==> config.mk <==
export PLATFORM = sky130hd
export DESIGN_NAME = fetch_stage
export DESIGN_NICKNAME = d
export VERILOG_FILES = /design/src/rtl/fetch_stage.sv
export SDC_FILE = /design/constraint.sdc
export NUM_CORES = 1
export LEC_CHECK = 0
export BUFFER_PORTS_ARGS = -buffer_cell sky130_fd_sc_hd__buf_2
export CAP_MARGIN = 20
export CELL_PAD_IN_SITES_DETAIL_PLACEMENT = 0
export CELL_PAD_IN_SITES_GLOBAL_PLACEMENT = 1
export CORE_MARGIN = 1
export CORE_UTILIZATION = 40
export DETAILED_ROUTE_END_ITERATION = 6
export HOLD_SLACK_MARGIN = 0.12
export PLACE_DENSITY_LB_ADDON = 0.1
export REMOVE_ABC_BUFFERS = 1
export SKIP_CTS_REPAIR_TIMING = 1
export SYNTH_ARGS = -nofsm -noshare
export SYNTH_HDL_FRONTEND = slang
export SYNTH_SLANG_ARGS = --single-unit
==> constraint.sdc <==
create_clock -name CLK -period 5.6 [get_ports CLK]
set_input_delay 0.56 -clock CLK [delete_from_list [all_inputs] [get_ports CLK]]
set_output_delay 0.56 -clock CLK [all_outputs]
set_load 0.02 [all_outputs]
==> src/rtl/fetch_stage.sv <==
// ----------------------------------------------------------------------------
// fetch_stage
//
// Instruction-fetch stage of the pipelined datapath. Owns the PC register, the
// instruction-memory read request and the IF/ID pipeline latch. A redirect
// (taken branch or jump) that arrives while the current fetch has not yet
// completed is parked in pend_target and applied when that fetch completes, so
// the wrong-path instruction returned by that fetch never enters IF/ID. A
// retired halt freezes the stage until reset.
//
// Parameters:
//   PC_INIT        PC value after reset
//
// Ports:
//   CLK            in   system clock, rising-edge active
//   nRST           in   synchronous active-low reset
//   pc_en          in   hazard-unit PC enable
//   stall_ifid     in   hold the IF/ID latch
//   flush_ifid     in   bubble the IF/ID latch (beats stall)
//   halt           in   halt retired; sticky stop until reset
//   branch_taken   in   taken branch resolved this cycle
//   branch_target  in   branch destination
//   jump           in   jump resolved this cycle
//   jump_target    in   jump destination
//   ihit           in   imemload is valid this cycle
//   imemload       in   fetched instruction
//   imemREN        out  instruction read request
//   imemaddr       out  fetch address (the PC register)
//   ifid_instr     out  IF/ID instruction
//   ifid_npc       out  IF/ID PC+4
//   ifid_valid     out  IF/ID holds a real instruction
// ----------------------------------------------------------------------------
module fetch_stage #(
    parameter logic [31:0] PC_INIT = 32'h0000_0000
) (
    input  logic        CLK,
    input  logic        nRST,
    input  logic        pc_en,
    input  logic        stall_ifid,
    input  logic        flush_ifid,
    input  logic        halt,
    input  logic        branch_taken,
    input  logic [31:0] branch_target,
    input  logic        jump,
    input  logic [31:0] jump_target,
    input  logic        ihit,
    input  logic [31:0] imemload,
    output logic        imemREN,
    output logic [31:0] imemaddr,
    output logic [31:0] ifid_instr,
    output logic [31:0] ifid_npc,
    output logic        ifid_valid
);

    typedef enum logic [1:0] {
        RUN   = 2'd0,
        REDIR = 2'd1,
        HALT  = 2'd2
    } state_t;

    state_t      state_r;
    state_t      state_n_s;
    logic [31:0] pc_r;
    logic [31:0] pc_n_s;
    logic [31:0] pend_target_r;
    logic [31:0] pend_target_n_s;
    logic [31:0] ifid_instr_r;
    logic [31:0] ifid_npc_r;
    logic        ifid_valid_r;

    logic        adv_s;
    logic        redir_s;
    logic [31:0] tgt_s;
    logic [31:0] pc_plus4_s;
    logic        ifid_load_s;

    // Decode this cycle's advance condition and redirect source.
    always_comb begin
        adv_s      = pc_en & ihit & (state_r != HALT);
        redir_s    = branch_taken | jump;
        pc_plus4_s = pc_r + 32'd4;
        // The branch is the older instruction, so it wins over a jump.
        if (branch_taken) begin
            tgt_s = {branch_target[31:2], 2'b00};
        end else begin
            tgt_s = {jump_target[31:2], 2'b00};
        end
        // Only a right-path fetch completing in RUN with no redirect is kept.
        ifid_load_s = ihit & (state_r == RUN) & ~halt & ~redir_s;
    end

    // Next-state, next-PC and pending-target logic.
    always_comb begin
        state_n_s       = state_r;
        pc_n_s          = pc_r;
        pend_target_n_s = pend_target_r;
        if (halt) begin
            // Halt overrides every other event; pc freezes where it is.
            state_n_s = HALT;
        end else begin
            case (state_r)
                RUN: begin
                    if (adv_s && redir_s) begin
                        pc_n_s = tgt_s;
                    end else if (adv_s) begin
                        pc_n_s = pc_plus4_s;
                    end else if (redir_s) begin
                        // Fetch still outstanding: park the target, keep the
                        // address stable for the memory side.
                        pend_target_n_s = tgt_s;
                        state_n_s       = REDIR;
                    end else begin
                        pc_n_s = pc_r;
                    end
                end
                REDIR: begin
                    if (redir_s) begin
                        pend_target_n_s = tgt_s;
                    end else begin
                        pend_target_n_s = pend_target_r;
                    end
                    if (adv_s) begin
                        pc_n_s    = redir_s ? tgt_s : pend_target_r;
                        state_n_s = RUN;
                    end else begin
                        pc_n_s = pc_r;
                    end
                end
                HALT: begin
                    state_n_s = HALT;
                end
                default: begin
                    // Unreachable encoding: stop fetching rather than guess.
                    state_n_s = HALT;
                end
            endcase
        end
    end

    // PC, pending target and control state registers.
    always_ff @(posedge CLK) begin
        if (!nRST) begin
            state_r       <= RUN;
            pc_r          <= PC_INIT;
            pend_target_r <= 32'h0000_0000;
        end else begin
            state_r       <= state_n_s;
            pc_r          <= pc_n_s;
            pend_target_r <= pend_target_n_s;
        end
    end

    // IF/ID pipeline latch: flush, then stall, then load, else bubble.
    always_ff @(posedge CLK) begin
        if (!nRST) begin
            ifid_instr_r <= 32'h0000_0000;
            ifid_npc_r   <= 32'h0000_0000;
            ifid_valid_r <= 1'b0;
        end else if (flush_ifid) begin
            ifid_instr_r <= 32'h0000_0000;
            ifid_npc_r   <= 32'h0000_0000;
            ifid_valid_r <= 1'b0;
        end else if (stall_ifid) begin
            ifid_instr_r <= ifid_instr_r;
            ifid_npc_r   <= ifid_npc_r;
            ifid_valid_r <= ifid_valid_r;
        end else if (ifid_load_s) begin
            ifid_instr_r <= imemload;
            ifid_npc_r   <= pc_plus4_s;
            ifid_valid_r <= 1'b1;
        end else begin
            ifid_instr_r <= 32'h0000_0000;
            ifid_npc_r   <= 32'h0000_0000;
            ifid_valid_r <= 1'b0;
        end
    end

    assign imemREN    = (state_r != HALT);
    assign imemaddr   = pc_r;
    assign ifid_instr = ifid_instr_r;
    assign ifid_npc   = ifid_npc_r;
    assign ifid_valid = ifid_valid_r;

endmodule

==> results.yml <==
sta:
  finalSetupTns_ps: 0
  hold_viol_final: 0
  rsz0062_at_grt: "false"
  skew_ps: 11.0
  setup_violations: 0
  relSlewSlack: 0.331
  finalCritPeriodShare: 0.545
  worstMarginPinSlew_ps: 1000
  post-route-min-period_ps: 3050
  fmax_ghz: 0.327
  slew_violations: 0
  hold_slack_ps: 377
status:
  status: "completed"
detailed_routing:
  routed_wl_um: 20300
  num_vias: 6597
  wl_per_cell_um: 17.0
  drtIter0Drc: 405
  drc: 0
  dr.pass1.iters: 5
  drt.antenna.violating_nets: 0
  vias_per_cell: 5.53
grt:
  antenna_found_initial: 0
  grt_pass1_wl_um: 31200
  overflow: 0
  grt_pass1_vias: 5931
  grt_max_degree: 80
  grt_usage: 0.238
final_layout:
  antenna-diode-count: 0
  drive_gt1_frac: 0.275
  fin_nets: 1071
  final_area_mm2: 0.00833
  layout_common_cells: "198 x buf_2, 131 x dfxtp_1, 98 x nor2_1, 70 x nand2_1, 69 x o21ai_0"
  area_growth_pct: 26.2
  utilization: 0.521
  layout_commonest_cell: "buf_2"
setup_path:
  critPathCaptureType: "flop"
  crit_start: "jump"
  required_ps: 5930
  cp_top_family: "simple AND/OR/NAND/NOR gates"
  crit_buf_inv: 1
  crit_chain: "buf_2, or2_2, nor2_1, and4_2, nand2b_1, o21ai_0"
  r2r.worst_path.cells: 6
  path_max_fanout: 51
  reg2reg_from: "imemaddr[2]"
  reg2reg_setup_slack_ps: 2740
  crit_path_start_kind: "input pin"
  critical_path_class: "in -> reg"
  reg2reg_to: "imemaddr[28]"
  critPathArrivalTime_ps: 3380
  slowest_stage: "and4_2"
  worst_path_largest_cell_delay_ps: 940
cts:
  clock_path_buffers: 2
  clkLatencyLatePin_ps: 420
  cts_root_buffer: "clkbuf_16"
  cts_buffers: 17
  cts.htree.levels: 4
  clock-sinks: 131
  cts_tree: "yes"
  clkTransAtPathRegs_ps: 60
power:
  p_per_area_mw_per_mm2: 290
  total_power_mw: 2.41
  cellLeakagePower_nw: 3.45
  ir_drop_v: 0.000216
floorplan:
  die-area_mm2: 0.0170
  coreArea_mm2: 0.0160
  fp.dieH_um: 131
  die_w_um: 131
  ios: 203
  rows: 46
  start_util: 0.413
synthesis:
  yosysSeqAreaShare: 0.397
  ys_types: 63
  syn-instance-count: 808
  ys_seq_elements: 131
  syn_avg_cell_area_um2: 8.18
  synth_area_mm2: 0.00661
  synth-async-reset-ratio: 0
  synth_edf_count: 0
  yosysWarnings: 0
  synth_flop_cell: "dfxtp_1"
job:
  maxCapViolCount: 0
placement:
  io_buffers: 198
  gp_congestion: 0.824
  postPlaceCellArea_mm2: 0.00768
  detailed_place_hpwl_um: 14300
min_path:
  hold_start: "imemload[29]"
  worstHoldEndpoint: "ifid_instr[29]"
  hold-path-cell-count: 3
  min_path_type: "in -> reg"
per-stage QoR:
step                setup slack, ps  std cells
floorplan                      2400        735
global placement               2230       1161
detailed placement             2120       1161
CTS                            2540       1193
global route                   2330       1194
finish                         2550       1194
worst max-delay path by stage:
stage / end / cells past startpoint / slack [ps]
floorplan: imemaddr[29] / 5 / 2400
global route: ifid_npc[31] / 6 / 2330
CTS: ifid_npc[29] / 6 / 2540
global placement: ifid_npc[16] / 6 / 2230
finish: ifid_npc[29] / 6 / 2550
detailed placement: ifid_npc[31] / 6 / 2120
report_power, final:
group	internal (mW)	switching [mW]	total, mW
logic	0.103	0.158	0.261
registers	0.957	0.0261	0.984
clock network	0.714	0.454	1.17
total	1.77	0.639	2.41
logic make-up after synthesis:
logic type / after synthesis / share of synthesized area
fa+ha+maj: 1 / 0.00189
xor+xnor: 26 / 0.0345
buf+inv: 84 / 0.0506
compound gates: 243 / 0.241
flops: 131 / 0.397
simple gates: 274 / 0.200
mux: 49 / 0.0758
sequential cells by signal, indices dropped and copies added (netlist names):
register,cells
ifid_valid,1
ifid_instr,32
imemaddr,32
state_r,2
ifid_npc,32
pend_target_r,32
worst min-delay path, stage by stage:
cell and delay [ps]:
buf_2 70, a22oi_1 50, nor2_1 70
area by class of cell:
class | instances | area, µm²
fillers | 1618 | 7670
multi-input cells | 593 | 3670
clock buffers | 17 | 425
inverters | 11 | 41.3
repair buffers | 211 | 1110
clock inverters | 15 | 196
flip-flops and latches | 131 | 2620
well taps | 216 | 270
synth_stat cells (3+ instances only):
cell type / number / area, µm²
a211oi_1: 22 / 165
a21oi_1: 40 / 200
a221oi_1: 3 / 26.3
a22oi_1: 48 / 360
a311oi_1: 6 / 52.6
a31oi_1: 6 / 37.5
and3_1: 6 / 37.5
and4_1: 3 / 26.3
buf_1: 11 / 41.3
buf_2: 8 / 40.0
clkbuf_1: 52 / 195
dfxtp_1: 131 / 2620
inv_1: 11 / 41.3
mux2_2: 8 / 90.1
mux2i_1: 41 / 410
nand2_1: 70 / 263
nand2b_1: 13 / 81.3
nand3_1: 18 / 90.1
nand4_1: 13 / 81.3
nor2_1: 98 / 368
nor2b_1: 6 / 37.5
nor3_1: 14 / 70.1
nor3b_1: 3 / 22.5
nor4_1: 9 / 56.3
o211a_1: 3 / 30.0
o211ai_1: 15 / 113
o21ai_0: 69 / 345
o21ai_1: 3 / 15.0
o22ai_1: 5 / 31.3
o31a_1: 3 / 26.3
or2_2: 3 / 18.8
or3_1: 3 / 18.8
or4_4: 3 / 33.8
xnor2_1: 13 / 114
xor2_1: 13 / 114
metal layers:
metal	track usage	share of wire	vias up
li1	-	-	3267
met1	0.321	0.46	3039
met2	0.371	0.44	269
met3	0.0550	0.083	22
met4	0.0886	0.015	0
met5	0	0	-
Power figures use the tool's default switching activity.
